--- src/rtl/sio_pad_ctrl_core_pkg.sv ---
// Purpose: shared types and constants for the SIO pad control core.
// Latency: n/a (types, constants and a helper function only).
// Backpressure: n/a.
package sio_pad_ctrl_core_pkg;

  // Deepest programmable slew delay, in clk cycles.
  localparam int MAX_SLOW_DLY = 7;

  typedef enum logic [2:0] {
    DM_OFF           = 3'b000,
    DM_IN            = 3'b001,
    DM_PU_WEAK       = 3'b010,
    DM_STRONG1_WEAK0 = 3'b011,
    DM_OD_LO         = 3'b100,
    DM_OD_HI         = 3'b101,
    DM_STRONG        = 3'b110,
    DM_WEAK          = 3'b111
  } dm_e;

  // Pad driver leg enables.
  typedef struct packed {
    logic pu_strong;
    logic pu_weak;
    logic pd_strong;
    logic pd_weak;
  } legs_t;

  // One slot of the slew delay line: legs plus the fault that masked them.
  typedef struct packed {
    legs_t legs;
    logic  fault;
  } drv_tap_t;

  localparam legs_t LEGS_OFF = '0;

  // The driver is off when output enable is deasserted or the mode has no driver.
  function automatic logic is_tristate(input dm_e dm, input logic oe_n);
    return oe_n | (dm == DM_OFF) | (dm == DM_IN);
  endfunction

endpackage

--- src/rtl/sio_drive_decode.sv ---
// Purpose: decode drive mode + output data into pad driver leg enables.
// Latency: combinational.
// Backpressure: none.
// Ports: dm (drive mode), out (output data), tristate (driver off) -> legs
//        {pu_strong, pu_weak, pd_strong, pd_weak}; at most one bit is ever set.
module sio_drive_decode
  import sio_pad_ctrl_core_pkg::*;
(
  input  logic [2:0] dm,
  input  logic       out,
  input  logic       tristate,
  output logic [3:0] legs
);

  legs_t leg;

  always_comb begin
    leg = LEGS_OFF;
    if (!tristate) begin
      case (dm_e'(dm))
        DM_PU_WEAK:       if (out) leg.pu_weak   = 1'b1; else leg.pd_strong = 1'b1;
        DM_STRONG1_WEAK0: if (out) leg.pu_strong = 1'b1; else leg.pd_weak   = 1'b1;
        DM_OD_LO:         if (!out) leg.pd_strong = 1'b1;
        DM_OD_HI:         if (out) leg.pu_strong = 1'b1;
        DM_STRONG:        if (out) leg.pu_strong = 1'b1; else leg.pd_strong = 1'b1;
        DM_WEAK:          if (out) leg.pu_weak   = 1'b1; else leg.pd_weak   = 1'b1;
        default:          leg = LEGS_OFF;
      endcase
    end
  end

  assign legs = leg;

endmodule

--- src/rtl/sio_pad_ctrl_core.sv ---
// Purpose: SIO pad control core: config/drive capture with enable/hold rules,
//          driver leg decode, input buffer gating and fault flagging.
// Latency: config visible the cycle after capture; legs/pad_fault add SLOW_1_DELAY
//          or SLOW_0_DELAY extra cycles (chosen by slow_q); input path combinational.
// Backpressure: none; hold (hld_h_n=0) freezes registered state indefinitely.
// Ports: clk, rst_n (sync, active low); enable_h, hld_h_n, hld_ovr control capture;
//        dm/oe_n/out/inp_dis/slow/vtrip_sel/ibuf_sel/vreg_en are the captured config;
//        *_ok reference flags and pg_* power-good inputs qualify faults;
//        pad_in in; outputs: leg enables, pad_fault, in_h/in_lv with faults,
//        registered slow_q/vtrip_sel_q/ibuf_sel_q, vreg_warn, tie_lo.
module sio_pad_ctrl_core
  import sio_pad_ctrl_core_pkg::*;
#(
  parameter int unsigned SLOW_1_DELAY = 0,
  parameter int unsigned SLOW_0_DELAY = 0
) (
  input  logic       clk,
  input  logic       rst_n,
  input  logic       enable_h,
  input  logic       hld_h_n,
  input  logic       hld_ovr,
  input  logic [2:0] dm,
  input  logic       oe_n,
  input  logic       out,
  input  logic       inp_dis,
  input  logic       slow,
  input  logic       vtrip_sel,
  input  logic       ibuf_sel,
  input  logic       vreg_en,
  input  logic       vinref_ok,
  input  logic       voutref_ok,
  input  logic       refleak_ok,
  input  logic       pg_hold,
  input  logic       pg_active,
  input  logic       pg_hold_ovr,
  input  logic       pg_out_drv,
  input  logic       pg_inbuf_hv,
  input  logic       pg_inbuf_lv,
  input  logic       pad_in,
  output logic       pu_strong,
  output logic       pu_weak,
  output logic       pd_strong,
  output logic       pd_weak,
  output logic       pad_fault,
  output logic       in_h,
  output logic       in_lv,
  output logic       in_fault,
  output logic       in_lv_fault,
  output logic       slow_q,
  output logic       vtrip_sel_q,
  output logic       ibuf_sel_q,
  output logic       vreg_warn,
  output logic       tie_lo
);

  localparam logic [2:0] SLOW1_DLY = 3'(SLOW_1_DELAY);
  localparam logic [2:0] SLOW0_DLY = 3'(SLOW_0_DELAY);

  dm_e  dm_q;
  logic inp_dis_q, hld_ovr_q, vreg_en_q, cfg_err;
  logic oe_n_q, out_q, drv_err;

  // Config and drive state. Power-good loss of the hold domain only raises the
  // error flags; the captured values stay put so the pad keeps its last state.
  always_ff @(posedge clk) begin
    if (!rst_n) begin
      dm_q        <= DM_OFF;
      inp_dis_q   <= 1'b0;
      vtrip_sel_q <= 1'b0;
      slow_q      <= 1'b0;
      hld_ovr_q   <= 1'b0;
      vreg_en_q   <= 1'b0;
      ibuf_sel_q  <= 1'b0;
      cfg_err     <= 1'b0;
      oe_n_q      <= 1'b0;
      out_q       <= 1'b0;
      drv_err     <= 1'b0;
    end else if (!pg_hold) begin
      cfg_err <= 1'b1;
      drv_err <= 1'b1;
    end else if (!enable_h) begin
      dm_q        <= DM_OFF;
      inp_dis_q   <= 1'b0;
      vtrip_sel_q <= 1'b0;
      slow_q      <= 1'b0;
      hld_ovr_q   <= 1'b0;
      vreg_en_q   <= 1'b0;
      ibuf_sel_q  <= 1'b0;
      cfg_err     <= 1'b0;
      oe_n_q      <= 1'b0;
      out_q       <= 1'b0;
      drv_err     <= 1'b0;
    end else begin
      if (hld_h_n) begin
        dm_q        <= dm_e'(dm);
        inp_dis_q   <= inp_dis;
        vtrip_sel_q <= vtrip_sel;
        slow_q      <= slow;
        hld_ovr_q   <= hld_ovr;
        vreg_en_q   <= vreg_en;
        ibuf_sel_q  <= ibuf_sel;
        cfg_err     <= !pg_active;
      end
      // The previously captured override lets oe_n/out track the core while
      // the rest of the configuration is held.
      if (hld_h_n || hld_ovr_q) begin
        oe_n_q  <= oe_n;
        out_q   <= out;
        drv_err <= !pg_hold_ovr;
      end
    end
  end

  logic     tristate, fault_now;
  logic [3:0] legs_raw;
  drv_tap_t cur_tap;

  assign tristate = is_tristate(dm_q, oe_n_q);

  sio_drive_decode u_drive_decode (
    .dm       (dm_q),
    .out      (out_q),
    .tristate (tristate),
    .legs     (legs_raw)
  );

  assign fault_now = !pg_out_drv
                   | (drv_err & !tristate)
                   | (cfg_err & !oe_n_q)
                   | (vreg_en_q & !tristate & !(voutref_ok & refleak_ok));

  // Masking happens before the delay line so every stored slot is already a
  // legal one-hot-or-zero leg vector; switching taps can never show two legs.
  always_comb begin
    cur_tap.fault = fault_now;
    cur_tap.legs  = fault_now ? LEGS_OFF : legs_t'(legs_raw);
  end

  drv_tap_t dly_q [1:MAX_SLOW_DLY];
  drv_tap_t taps  [0:MAX_SLOW_DLY];
  drv_tap_t sel_tap;
  logic [2:0] sel_dly;

  always_ff @(posedge clk) begin
    if (!rst_n) begin
      for (int i = 1; i <= MAX_SLOW_DLY; i++) dly_q[i] <= '0;
    end else begin
      dly_q[1] <= cur_tap;
      for (int i = 2; i <= MAX_SLOW_DLY; i++) dly_q[i] <= dly_q[i-1];
    end
  end

  // Tap 0 is the undelayed value straight off the registers.
  always_comb begin
    taps[0] = cur_tap;
    for (int i = 1; i <= MAX_SLOW_DLY; i++) taps[i] = dly_q[i];
  end

  assign sel_dly = slow_q ? SLOW1_DLY : SLOW0_DLY;
  assign sel_tap = taps[sel_dly];

  assign pu_strong = sel_tap.legs.pu_strong;
  assign pu_weak   = sel_tap.legs.pu_weak;
  assign pd_strong = sel_tap.legs.pd_strong;
  assign pd_weak   = sel_tap.legs.pd_weak;
  assign pad_fault = sel_tap.fault;

  // Input path.
  logic dm_on;
  assign dm_on       = (dm_q != DM_OFF);
  assign in_fault    = !pg_inbuf_hv
                     | (cfg_err & dm_on)
                     | (ibuf_sel_q & !inp_dis_q & dm_on & !vinref_ok);
  assign in_h        = !in_fault & dm_on & !inp_dis_q & pad_in;
  assign in_lv       = pg_inbuf_lv & in_h;
  assign in_lv_fault = in_fault | !pg_inbuf_lv;

  assign vreg_warn = vreg_en_q & !((dm_q == DM_STRONG1_WEAK0) | (dm_q == DM_OD_HI) | (dm_q == DM_STRONG));
  assign tie_lo    = 1'b0;

endmodule

--- config.mk ---
export PLATFORM = sky130hd
export DESIGN_NAME = sio_pad_ctrl_core
export DESIGN_NICKNAME = d
export VERILOG_FILES = /design/src/rtl/sio_pad_ctrl_core_pkg.sv /design/src/rtl/sio_drive_decode.sv /design/src/rtl/sio_pad_ctrl_core.sv
export SDC_FILE = /design/constraint.sdc
export NUM_CORES = 1
export LEC_CHECK = 0
export ABC_CLOCK_PERIOD_IN_PS = 1300
export CAP_MARGIN = 10
export CORE_MARGIN = 10
export CORE_UTILIZATION = 34
export DETAILED_ROUTE_END_ITERATION = 16
export PLACE_DENSITY = 0.86
export SLEW_MARGIN = 10
export SYNTH_ARGS = -nofsm -noshare
export SYNTH_HDL_FRONTEND = slang
export SYNTH_SLANG_ARGS = --single-unit
--- constraint.sdc ---
create_clock -name clk -period 1.3 [get_ports clk]
set_clock_uncertainty 0.2 [all_clocks]
set_input_delay 0.13 -clock clk [delete_from_list [all_inputs] [get_ports clk]]
set_output_delay 0.13 -clock clk [all_outputs]
set_load 0.01 [all_outputs]
After elaboration in Yosys (flattened, before gate mapping)
Cells that the tools add are included.
{"block": "totals", "ff_bits": 13, "input_bits": 25, "output_inout_bits": 14, "wordCells": 99}
{"block": "op_classes", "eq_ne": 11, "muxes": 32, "bitwise": 24, "reduce_logical": 21}
{"op": "1-bit two-way mux", "n": 28}
{"op": "1-bit bitwise AND", "n": 14}
{"op": "3-bit equality test, second input constant", "n": 4}
{"op": "1-bit logical NOT", "n": 12}
{"op": "1-bit bitwise OR", "n": 10}
{"op": "4-bit two-way mux", "n": 2}
{"op": "3-bit by 2-bit equality test with 1-bit output, second input constant", "n": 2}
{"op": "3-bit two-way mux", "n": 2}
{"op": "3-bit OR reduction", "n": 2}
{"op": "2-bit by 1-bit inequality test with 1-bit output, second input constant", "n": 2}
{"op": "2-bit AND reduction", "n": 2}
{"op": "2-bit OR reduction", "n": 2}
{"op": "3-bit by 1-bit equality test with 1-bit output, second input constant", "n": 1}
{"op": "3-bit logical NOT", "n": 1}
{"op": "3-bit by 2-bit inequality test with 1-bit output, second input constant", "n": 1}
{"op": "3-bit inequality test, second input constant", "n": 1}
{"op": "3-bit nonzero test", "n": 1}
{"op": "1-bit logical OR", "n": 1}

Longest topological paths before layout
Gate-level depths: netlist of run 1.
{"block": "logic_depth", "depth_word": 10, "ltp_mapped": 4, "ltp_nobuf": 3}

Hierarchy
From an unflattened synthesis of run 1, not the netlist that was laid out.
{"block": "hier_totals", "hier_cells": 93, "hier_area_um2": 767.0}
{"mod": "sio_pad_ctrl_core", "instances": 1, "cells_each": 84, "area_each_um2": 694.4, "seq_area_each_um2": 260.2}
{"mod": "sio_drive_decode", "instances": 1, "cells_each": 9, "area_each_um2": 72.6, "seq_area_each_um2": 0.0}

Worst setup path before layout of run 1
No wires, ideal clock.
{"block": "synth_timing", "path_kind": "reg2out", "from": "register out_q", "to": "output port pd_strong", "arrival_time_ps": 1202, "required_ps": 970, "path_slack_ps": -232, "path_stages_with_launch": 4, "path_buffers": 0, "cell_sequence": "dfxtp_1 or4b_4 nor4_2 nor2b_1"}
{"block": "synth_via", "elab_chain_len": 4}
{"item": "start, declared", "line_no": "sio_pad_ctrl_core.sv:61", "text": "logic oe_n_q, out_q, drv_err;"}
{"item": "start signal, assigned", "line_no": "sio_pad_ctrl_core.sv:108", "text": "out_q <= out;"}
{"item": "1-bit two-way mux", "line_no": "sio_drive_decode.sv:21, sio_drive_decode.sv:23, sio_drive_decode.sv:25"}
{"item": "1-bit two-way mux"}
{"item": "4-bit two-way mux", "line_no": "sio_drive_decode.sv:19", "text": "if (!tristate) begin"}
{"item": "4-bit two-way mux", "line_no": "sio_pad_ctrl_core.sv:136", "text": "cur_tap.legs = fault_now ? LEGS_OFF : legs_t'(legs_raw);"}
{"item": "end, declared", "line_no": "sio_pad_ctrl_core.sv:42", "text": "output logic pd_strong,"}
No other way between the ends.

Worst setup path in the final report of run 1
Ends and elaborated chain as after synthesis.

==> results.md, run 1 <==
- The total power per unit cell area is 681 mW/mm^2.
- The number of global-route vias before repair is 956.
- The most used flip-flop cell after synthesis is dfxtp_1.
- The setup path with the least slack is of type reg -> out.
- Clock-pin slew was measured on the worst setup and hold paths at 0.08 ns.
- Input and output buffers added on the ports amount to 37.
- Summing the areas of all xor and xnor instances in the mapped netlist gives 2.43% of the synthesized area.
- The total half-perimeter wirelength after legalization and detailed placement is 1980 microns.
- After detailed routing, the number of vias per cell comes to 5.01.
- The async set or reset register ratio after synthesis is 0%.
- The horizontal die dimension is 66.0 microns.
- The clock root buffer is clkbuf_4.
- The standard cell area after detailed placement is 0.00125 sq mm.
- The total net switching power is 0.245 mW.
- The multiplexer share of the synthesized area is 2.78%.
- Summed over all cells, the static leakage comes to 0.577 nW.
- The portion of synthesized cell area occupied by the leading cell type is 36.1%.
- In this run, synthesis produced a sequential element count of 13.
- The overall die area is 0.00436 sq mm.
- The final-report max-slew violation count is 0.
- The count of antenna-violating nets left after detailed routing is 0.
- The startpoint type of the worst setup path is a flip-flop.
- Summing the areas of all and, or, nand and nor instances in the mapped netlist gives 27.6% of the synthesized area.
- Along the worst path, the maximum fanout reaches 2.
- The worst setup path startpoint is out_q$_SDFFE_PN0P_.
- The clock insertion delay at the later pin of the skew report is 0.27 ns.
- The total area of multi-input combinational cells is 512 sq um.
- The part of the power in combinational logic is 26.8%.
- Setup violations remaining at the end of the flow were counted as 10.
- The layout-stage area growth over the synthesis result is 88.9%.
- The clock net sink count is 13.
- After filler insertion, the fill cell instance count of the layout stands at 145.
- The count of unique library cells instantiated by Yosys is 29.
- The final sum of negative setup slack is -3.95 ns.
- After synthesis, the largest family of logic cells by area is simple AND/OR/NAND/NOR gates.
- Total power for the finished layout comes to 0.927 mW.
- After detailed routing, the average wire length per cell comes to 14.6 microns.
- The post-route core utilization is 68.7%.
- The startpoint identified for the worst hold timing path is enable_h.
- The compound-gate portion of the synthesized area is 26.7%.
- The maximum number of pins on one net before global-route repair is 10.
- The detailed-routing iteration count for the pre-antenna-repair pass is 6.
- The worst setup path is captured at an output port.
- The number of remaining DRC errors is 0.
- The total count of hold-check failures in the final report is 0.
- In this run switching power makes up 26.4% of total power.
- The number of antenna violations at the first check in global routing was 0.
- The I/O pin count is 39.
- In the post-synthesis netlist, the biggest area contributors are dfxtp_1 36%, a21boi_0 10%, o21ai_0 7.6%.
- The average cell area after synthesis is 8.10 sq um.
- In this run, CTS created clock tree buffers numbering 3.
- The final weighted congestion in routability-driven placement is 0.714.
- TritonCTS built the clock tree.
- The floorplan step defined a core boundary enclosing 0.00198 sq mm.
- Setup repair after global routing could not meet its margin everywhere.
- The run finished, with violations left.
- The critical path goes through or4b_4 -> nor4_4 -> nor2b_2 -> buf_2.
- The number of H-tree levels is 1.
- The internal power is 0.682 mW.
- The worst hold path class is in -> reg.
- When the netlist entered floorplanning its net count stood at 114.
- The slowest stage of the critical path is the or4b_4 cell.
- The remaining global-route overflow is 0.
- After Yosys synthesis, full adders, half adders and majority gates account for 0% of the synthesized area.
- The synthesized netlist occupies a cell area of 721 sq um.
- The sequential share of power is 45.8%.
- The total global-route track usage is 12.1%.
- The pre-CTS setup slack is -1.03 ns.
- The post-synthesis cell count is 89.
- The number of antenna diodes in the final layout is 0.
- The clock passes through at most 2 buffers.
- The checks that failed: negative setup slack.
- After synthesis, the most frequently instantiated cells are 13 x dfxtp_1, 13 x nand2_1, 11 x o21ai_0.
- The number of maximum-capacitance constraint violations is 0.
- Once the floorplan was initialized, standard cells occupied 36.4% of the core.
- The cell taking the most area after synthesis is dfxtp_1.
- In the final layout, the share of cells above drive strength 1 is 38.3%.
- Based on the critical path, the design can be clocked at up to 521 MHz.
- Yosys printed 0 warnings.
- In the post-route analysis, the smallest setup slack over all paths is -0.621 ns.
- The share of the cycle needed by the critical path after routing is 148%.
- The reg-to-reg critical path startpoint is drv_err$_SDFFE_PN0P_.
- The portion of total power attributed to the clock network is 27.4%.
- The iteration-0 DRC count of the detailed router is 23.
- The required time of the critical path is 0.97 ns.
- The total number of vias is 881.
- The floorplan has 16 rows.
- Across the VDD grid, the largest voltage drop is 0.000492 V.
- The number of flops mapped to enable cells by yosys is 0.
- For this run, the register share of the synthesized area comes to 36.1%.
- The final layout contains routed wiring with a total length of 2570 microns.
- The die outline height is 66.0 microns.
- After routing the design area is 0.00136 sq mm.
- The post-layout net count is 175.
- The wire length of the first global-routing pass is 4240 microns.
- The smallest clock period supported by the final layout is computed as 1.92 ns.
- STA puts the critical path data arrival time at 1.59 ns.
- In this design, the stage delay of the slowest critical-path cell is 0.54 ns.
- In the final layout, flip-flops and latches occupy 274 sq um.
-- metal layers --
metal	vias up	track usage, %	part of all wire, %
met5	-	0	0
met4	0	2.36	0.47
met3	2	4.75	7.2
met2	22	23.6	54
met1	423	11.7	38
li1	434	-	-
-- power by group through the flow --
stage               Combinational, mW  Clock, mW  Sequential (mW)
CTS                             0.239      0.257            0.424
global placement                0.220          0            0.432
finish                          0.249      0.254            0.425
detailed placement              0.227          0            0.433
global route                    0.269      0.284            0.427
floorplan                      0.0721          0            0.433
-- worst max-delay path: cells and delay by family (launching register included) --
kind / cells / cell delay, ns
buf+inv: 1 / 0.13
flops: 1 / 0.33
simple gates: 3 / 0.87
-- cells by family (layout without fill, tap and decap cells) --
logic type,Yosys count,count (layout)
buf+inv,6,66
mux,2,2
simple gates,35,35
other cells,1,1
flops,13,13
compound gates,30,30
xor+xnor,2,2
-- path summary, 6_finish.rpt --
path	cells after the start	to	slack (ns)
setup / recovery	4	pd_strong	-0.62
hold / removal	4	out_q$_SDFFE_PN0P_	0.13
setup reg to reg	3	drv_err$_SDFFE_PN0P_	0.08
hold reg to reg	2	slow_q$_SDFFE_PN0P_	0.28
-- cell type report --
| type | instances | share of cell area, % |
|---|---|---|
| Timing Repair Buffer | 60 | 37.3 |
| Sequential cell | 13 | 20.1 |
| Clock buffer | 4 | 1.93 |
| Inverter | 2 | 0.551 |
| Multi-Input combinational cell | 70 | 37.6 |
| Tap cell | 27 | 2.48 |
-- what timing repair did --
action                                  CTS  global route
buffers inserted                          4             0
gates resized for setup                  64            12
endpoints found under the setup margin   13            20
hold buffers                              0             0
pin swaps                                 8             6
-- layout by cell type, fill, tap and decap left out, types with 2 or more instances in the layout --
cell / netlist / routed
o21ai_1: 1 / 2
nor2_1: 4 / 3
nand2b_1: 2 / 2
clkbuf_4: 0 / 3
buf_6: 0 / 2
dfxtp_4: 0 / 2
buf_2: 1 / 10
nand2_1: 13 / 13
buf_4: 1 / 20
inv_1: 2 / 2
nor3_4: 0 / 2
clkdlybuf4s50_1: 0 / 23
and3_1: 3 / 3
nand3_1: 2 / 2
a21boi_1: 2 / 4
o211ai_1: 2 / 2
mux2i_1: 2 / 2
dlygate4sd2_1: 0 / 2
a21boi_0: 10 / 7
dfxtp_1: 13 / 6
dfxtp_2: 0 / 5
o21ai_0: 11 / 9
-- per-stage QoR --
| step | hold slack [ns] | instances |
|---|---|---|
| after floorplan | 0.0362 | 89 |
| final | 0.134 | 176 |
| after global placement | 0.265 | 168 |
| after CTS | 0.209 | 176 |
| after global routing | 0.154 | 176 |
| after detailed placement | 0.281 | 168 |
-- registers in the layout, indices dropped and copies added (netlist names) --
register and count:
oe_n_q 1, vreg_en_q 1, cfg_err 1, inp_dis_q 1, slow_q 1, ibuf_sel_q 1, out_q 1, hld_ovr_q 1
dm_q 3, vtrip_sel_q 1, drv_err 1
Note: power is estimated with default switching activity, not from simulation.
==> inputs of run 2 (changes only) <==
--- a/config.mk
+++ b/config.mk
@@ -8,9 +8,10 @@
 export ABC_CLOCK_PERIOD_IN_PS = 1300
 export CAP_MARGIN = 10
 export CORE_MARGIN = 10
-export CORE_UTILIZATION = 34
+export CORE_UTILIZATION = 53
 export DETAILED_ROUTE_END_ITERATION = 16
-export PLACE_DENSITY = 0.86
+export DONT_BUFFER_PORTS = 1
+export PLACE_DENSITY = 0.83
 export SLEW_MARGIN = 10
 export SYNTH_ARGS = -nofsm -noshare
 export SYNTH_HDL_FRONTEND = slang
==> run 2 against run 1 <==
Compared with the run above: die area down 26%; sequential power is essentially flat; clock power increased by 4%; non-clock buffer count is 29 lower; register-to-register slack worse by 0.06 ns; the run still ends with negative setup slack left; total power fell by 4.1%; critical path type unchanged; clock-buffer cell count is 1 lower; sequential cell count did not move; cell count is 23% lower; combinational power is 20% lower; worst setup slack better by 0.052 ns.
==> results.md, run 2 (synthesized netlist as in run 1, its figures left out) <==
- The total core area was 0.00128 sq mm (-35%).
- The required time of the critical path was 0.97 ns (about the same).
- The count of antenna-violating nets left after detailed routing is 0 (unchanged).
- The largest individual stage delay along the critical path comes from the cell or4b_4.
- The cell family contributing the most delay on the critical path is simple AND/OR/NAND/NOR gates.
- The register with the most flip-flops in the final layout is dm_q.
- The number of buffer and inverter stages on the critical path is 0 (-1).
- The time the final worst path needs with I/O delays and setup is 1.87 ns (-0.0522 ns).
- The total number of vias is 878 (-0.34%).
- STA classifies the critical path endpoint as an output port.
- The share of the cycle needed by the critical path after routing came to 144% (-4.0 points).
- The checks that failed: negative setup slack.
- Setup repair after global routing could not meet its margin everywhere.
- The hold slack is 0.0316 ns (-0.102 ns).
- The total count of hold-check failures in the final report was 0 (unchanged).
- The clock net sink count is 13 (unchanged).
- The detailed-routing iteration count for the pre-antenna-repair pass is 4 (-2).
- The setup path with the least slack is of type reg -> out.
- The biggest fanout along the worst timing path is 2 (unchanged).
- The final-report max-slew violation count came to 0 (unchanged).
- The register-to-register setup slack is 0.02 ns (-0.06 ns).
- In the layout the commonest cells are 15 x dlygate4sd3_1, 13 x nand2_1, 13 x buf_4, 10 x o21ai_0, 10 x a21boi_0.
- The clock root buffer is clkbuf_4.
- The I/O pin count is 39 (unchanged).
- The buffer levels on the longest clock path is 2 (unchanged).
- The clock insertion delay at the later pin of the skew report is 0.28 ns (about the same).
- The post-layout net count is 147 (-16%).
- The tightest min-delay check is of the in -> reg type.
- The average wire length per cell after detail routing is 21.9 microns (+50%).
- The number of H-tree levels is 1 (unchanged).
- The horizontal die dimension is 56.9 microns (-14%).
- The maximum number of pins on one net before global-route repair is 16 (+6).
- The overall die area is 0.00323 sq mm (-26%).
- The largest voltage drop on the vdd net is 0.000758 V (+54%).
- The number of maximum-capacitance constraint violations is 0 (unchanged).
- The peak clock frequency supported by timing was 535 MHz (+2.8%).
- The clock transition time at the flip-flop clock pins of the worst setup and hold paths is 0.08 ns (about the same).
- The number of remaining DRC errors is 0 (unchanged).
- The setup slack of the critical path after layout was -0.569 ns (+0.0522 ns).
- The final sum of negative setup slack came to -3.24 ns (+0.707 ns).
- The remaining global-route overflow was 0 (unchanged).
- The pre-CTS setup slack is -0.268 ns (+0.763 ns).
- The leakage power was 0.458 nW (-21%).
- The largest stage delay on the critical path is 0.54 ns (about the same).
- The post-route core utilization came to 91.5% (+23 points).
- The flip-flop count of the largest register, all copies and words added is 3 (unchanged).
- The detailed-route vias per instance is 6.46 (+29%).
- The depth of the worst register-to-register path is 3 (unchanged).
- The number of instances in the placed design came to 111 (-34%).
- The number of buffer cells added on primary ports is 0 (-100%).
- The fill cell instance count of the final layout came to 51 (-65%).
- The number of buffers added by the clock tree synthesis step is 3 (unchanged).
- The standard cell area after detailed placement is 805 sq um (-36%).
- The signal on the critical path passes through or4b_4 -> nor4_4 -> and3_4.
- The total global-route track usage is 16.6% (+4.5 points).
- The worst hold path stage count is 3 (-1).
- The library cell used most frequently in the layout, excluding fill and tap cells, is dlygate4sd3_1.
- The antenna diode count is 0 (unchanged).
- The initial core utilization is 56.1% (+20 points).
- The total power after layout is 0.889 mW (-4.1%).
- The die outline height is 56.9 microns (-14%).
- The number of cells on the critical path is 3 (-1).
- The final cell count without fillers is 136 (-23%).
- The fraction of final layout cells sized beyond drive strength 1 is 38.0% (-0.24 points).
- The post-route cell area came to 0.00118 sq mm (-14%).
- The number of global-route vias before repair is 905 (-5.3%).
- The flow ran to the end, but the final reports show violations.
- The arrival time at the worst endpoint is 1.54 ns (-0.05 ns).
- The total wirelength of the detailed-routed design is 2980 microns (+16%).
- The total power per unit cell area is 756 mW/mm^2 (+11%).
- TritonCTS built the clock tree.
- The number of setup violations in the final report came to 10 (unchanged).
- The worst setup path is launched from a flip-flop.
- The wire length of the first global-routing pass is 4430 microns (+4.4%).
- The final weighted congestion in routability-driven placement is 0.776 (+8.7%).
- The layout-stage area growth over the synthesis result is 63.2%.
- The number of antenna violations at the first check in global routing is 0 (unchanged).
- The total half-perimeter wirelength after legalization and detailed placement was 1580 microns (-20%).
- The iteration-0 DRC count of the detailed router came to 45 (+96%).
- The site row count was 13 (-3).
## run 2: layout make-up
class                           instances  area (sq um)  area share, %
Multi-Input combinational cell         71           563           47.9
Timing Repair Buffer                   31           285           24.3
Sequential cell                        13           274           23.3
Clock buffer                            3          22.5           1.91
Tap cell                               15          18.8           1.60
Inverter                                2          7.51          0.638
Clock inverter                          1          5.00          0.426
## run 2: worst paths after layout
check,start,endpoint
max,out_q$_SDFFE_PN0P_,pd_weak
min reg2reg,inp_dis_q$_SDFFE_PN0P_,inp_dis_q$_SDFFE_PN0P_
max reg2reg,hld_ovr_q$_SDFFE_PN0P_,drv_err$_SDFFE_PN0P_
min,pg_hold,hld_ovr_q$_SDFFE_PN0P_
## run 2: layer usage
layer	share of wire [%]	GRT usage (%)	wire length, microns
met1	33	17.2	979
met2	52	28.5	1560
met3	11	5.62	320
met4	4.1	8.72	121
met5	0	0	0
## run 2: worst register-to-register path, stage by stage, from the launching register on
cell and delay [ns]:
dfxtp_1 0.36, o21ai_0 0.23, o311ai_0 0.20, a21boi_0 0.22
## run 2: timing repair
| item | CTS | global route |
|---|---|---|
| setup endpoints to repair | 10 | 22 |
| pin swaps | 6 | 3 |
| hold buffers | 17 | 1 |
| hold endpoints to repair | 13 | 1 |
| cloned | 0 | 1 |
| gates resized for setup | 23 | 15 |
| setup buffers | 2 | 0 |
## run 2: power breakdown
group	leakage (nW)	internal [mW]	total (mW)	switching [mW]
Sequential	0.109	0.409	0.426	0.0176
Clock	0.0177	0.114	0.263	0.148
Combinational	0.331	0.106	0.200	0.0939
==> inputs of run 3 (changes only) <==
--- a/config.mk
+++ b/config.mk
@@ -16,3 +16,4 @@
 export SYNTH_ARGS = -nofsm -noshare
 export SYNTH_HDL_FRONTEND = slang
 export SYNTH_SLANG_ARGS = --single-unit
+export TNS_END_PERCENT = 30
==> run 3 against run 2 <==
Compared with the run above: the flow still finishes with violations (negative setup slack); sequential power about the same; core utilization down 9.0 points; maximum frequency about the same; sequential share of layout area up 2.2 points; critical endpoint unchanged.
==> results.md, run 3 (synthesized netlist as in run 1, its figures left out) <==
- The fraction of final layout cells sized beyond drive strength 1 is 23.9% (-14 points).
- The clock root buffer is clkbuf_4.
- The largest stage delay on the critical path came to 0.55 ns (about the same).
- The leakage power came to 0.421 nW (-8.0%).
- The total half-perimeter wirelength after legalization and detailed placement is 1550 microns (-1.6%).
- The storage element area is 270 sq um (-1.4%).
- The hold slack came to 0.0201 ns (-0.0115 ns).
- The flip-flop count of the largest register, all copies and words added is 3 (unchanged).
- The pre-CTS setup slack came to -0.268 ns (+0.000256 ns).
- The final cell count without fillers is 132 (-2.9%).
- For this design, the slowest cell found on the critical path is or4b_4.
- The number of setup violations in the final report is 10 (unchanged).
- The total core area came to 0.00128 sq mm (unchanged).
- The run finished, with violations left.
- The total net switching power came to 0.224 mW (-14%).
- The die outline height is 56.9 microns (unchanged).
- In the layout the commonest cells are 14 x dlygate4sd3_1, 13 x nand2_1, 11 x buf_4, 10 x o21ai_0, 10 x a21boi_0.
- The number of H-tree levels came to 1 (unchanged).
- The buffer levels on the longest clock path was 2 (unchanged).
- The CTS tree is yes.
- The register-to-register setup slack is 0.09 ns (+0.07 ns).
- The global routing stage identified its most utilized layer as met2.
- The number of instances in the placed design came to 111 (unchanged).
- The total power after layout is 0.840 mW (-5.5%).
- The number of maximum-capacitance constraint violations was 0 (unchanged).
- The total wirelength of the detailed-routed design is 2470 microns (-17%).
- The end of the worst register-to-register path is drv_err$_SDFFE_PN0P_.
- The clock net sink count is 13 (unchanged).
- The I/O pin count is 39 (unchanged).
- The final-report max-slew violation count is 0 (unchanged).
- The final weighted congestion in routability-driven placement came to 0.827 (+6.5%).
- The required time of the critical path is 0.97 ns (about the same).
- The global routing usage on met2 is 27.9% (-0.63 points).
- The number of buffers added by the clock tree synthesis step came to 3 (unchanged).
- The total number of vias is 786 (-10%).
- The total global-route track usage is 15.2% (-1.3 points).
- The switching power as a share of total power is 26.7% (-2.5 points).
- The portion of total power attributed to the clock network came to 29.5% (about the same).
- The end point of the critical path is pd_weak.
- The biggest fanout along the worst timing path is 2 (unchanged).
- The number of remaining DRC errors is 0 (unchanged).
- The post-route core utilization is 82.6% (-9.0 points).
- The overall die area came to 0.00323 sq mm (unchanged).
- Headroom to the max-slew limit came out at 64.8%.
- The worst setup path startpoint is out_q$_SDFFE_PN0P_.
- The clock transition time at the flip-flop clock pins of the worst setup and hold paths is 0.08 ns (about the same).
- The met3 track demand over resource in global routing came to 6.29% (+0.67 points).
- The post-layout net count came to 143 (-2.7%).
- The reg-to-reg critical path startpoint is hld_ovr_q$_SDFFE_PN0P_.
- The detailed-route vias per instance was 5.95 (-7.8%).
- The number of buffer cells added on primary ports was 0 (unchanged).
- Leaving out fill and tap cells, the most frequent cell in the layout is dlygate4sd3_1.
- The site row count is 13 (unchanged).
- The cell family contributing the most delay on the critical path is simple AND/OR/NAND/NOR gates.
- The detailed-routing iteration count for the pre-antenna-repair pass is 4 (unchanged).
- The clock insertion delay at the later pin of the skew report was 0.28 ns (about the same).
- The largest voltage drop on the vdd net is 0.000735 V (-3.0%).
- The number of antenna violations at the first check in global routing is 0 (unchanged).
- The antenna diode count came to 0 (unchanged).
- The share of the cycle needed by the critical path after routing is 144% (about the same).
- The average wire length per cell after detail routing is 18.7 microns (-15%).
- The checks that failed: negative setup slack.
- The peak clock frequency supported by timing came to 535 MHz (about the same).
- The number of setup buffers added after CTS is 0 (-2).
- The initial core utilization is 56.1% (unchanged).
- The maximum number of pins on one net before global-route repair is 16 (unchanged).
- The iteration-0 DRC count of the detailed router is 12 (-73%).
- The routing usage on met1 is 13.8% (-3.4 points).
- The layout-stage area growth over the synthesis result is 47.2%.
- Ranked by flip-flop count, first place goes to dm_q.
- The total power per unit cell area was 792 mW/mm^2 (+4.7%).
- The sequential share of power came to 50.5% (+2.6 points).
- The worst hold path class is in -> reg.
- Walking the worst path, the cells encountered are or4b_4 -> nor4_4 -> and3_4.
- The part of the power in combinational logic is 19.9% (-2.6 points).
- The time the final worst path needs with I/O delays and setup was 1.87 ns (+0.00106 ns).
- The pin slew with the least headroom to its limit is 0.526 ns.
- The startpoint type of the worst setup path is a flip-flop.
- Setup repair after global routing could not meet its margin everywhere.
- The horizontal die dimension is 56.9 microns (unchanged).
- The number of global-route vias before repair came to 788 (-13%).
- The total area of multi-input combinational cells is 477 sq um (-15%).
- The count of antenna-violating nets left after detailed routing came to 0 (unchanged).
- The total count of hold-check failures in the final report is 0 (unchanged).
- The fill cell instance count of the final layout came to 82 (+61%).
- The wire length of the first global-routing pass is 3940 microns (-11%).
- The internal power is 0.616 mW (-2.2%).
- The number of cells on the critical path is 3 (unchanged).
- The depth of the worst register-to-register path is 2 (-1).
- The remaining global-route overflow is 0 (unchanged).
- The setup path with the least slack is of type reg -> out.
- The setup slack of the critical path after layout is -0.570 ns (-0.00106 ns).
- The number of buffer and inverter stages on the critical path is 0 (unchanged).
- The arrival time at the worst endpoint is 1.54 ns (about the same).
- The worst setup path is captured at an output port.
run 3: changes by cell type in the layout (fill, tap and decap cells not counted), moves of 2 or more:
| cell | previous run | this run |
|---|---|---|
| a21oi_1 | 0 | 2 |
| nor2_1 | 1 | 3 |
| a21oi_2 | 2 | 0 |
| buf_4 | 13 | 11 |
run 3: what timing repair did:
item                       4_1_cts  5_1_grt
hold endpoints to repair        13        0
gates resized for setup          9       10
hold buffers                    17        0
pin swaps                        2        3
setup endpoints to repair       10       13
run 3: cell type report:
cell class | count | share of cell area (%)
multi-input combinational | 70 | 44.9
sequential | 13 | 25.5
timing repair buffer | 28 | 24.5
clock buffer | 3 | 2.12
tap | 15 | 1.77
inverter | 2 | 0.708
clock inverter | 1 | 0.472
run 3: worst min path at each step:
stage            start                    to  slack, ns  depth (start not counted)
2_1_floorplan  pg_hold  cfg_err$_SDFFE_PN0P_       0.04                          1
3_3_place_gp   pg_hold  drv_err$_SDFFE_PN0P_       0.04                          1
3_5_place_dp   pg_hold  drv_err$_SDFFE_PN0P_       0.04                          1
4_1_cts        hld_h_n   slow_q$_SDFFE_PN0P_      0.005                          3
5_1_grt        hld_h_n  dm_q[0]$_SDFFE_PN0P_       0.04                          3
6_report       hld_h_n  dm_q[1]$_SDFFE_PN0P_       0.02                          3
run 3: stage by stage:
step | setup TNS (ns) | area, sq um
finish | -2.99 | 1060
global route | -3.74 | 1060
CTS | -3.14 | 1020
detailed placement | -0.709 | 805
global placement | -0.621 | 805
floorplan | -0.586 | 723
run 3: worst register-to-register path: cells and delay by family, from the launching register on:
| kind | cells | cell delay (ns) |
|---|---|---|
| flops | 1 | 0.35 |
| compound gates | 2 | 0.53 |
run 3: layer usage:
metal / routed length [microns] / vias up / part of all wire, %
li1: - / 375 / -
met1: 848 / 372 / 34
met2: 1360 / 34 / 55
met3: 222 / 5 / 9.0
met4: 38 / 0 / 1.5
met5: 0 / - / 0
run 3: power by group through the flow:
stage                     Clock, mW  Combinational, mW  Sequential (mW)
after floorplan                   0             0.0714            0.433
after detailed placement          0              0.102            0.435
after CTS                     0.259              0.154            0.425
final                         0.248              0.167            0.424
after global placement            0             0.0988            0.434
after global routing          0.270              0.182            0.427
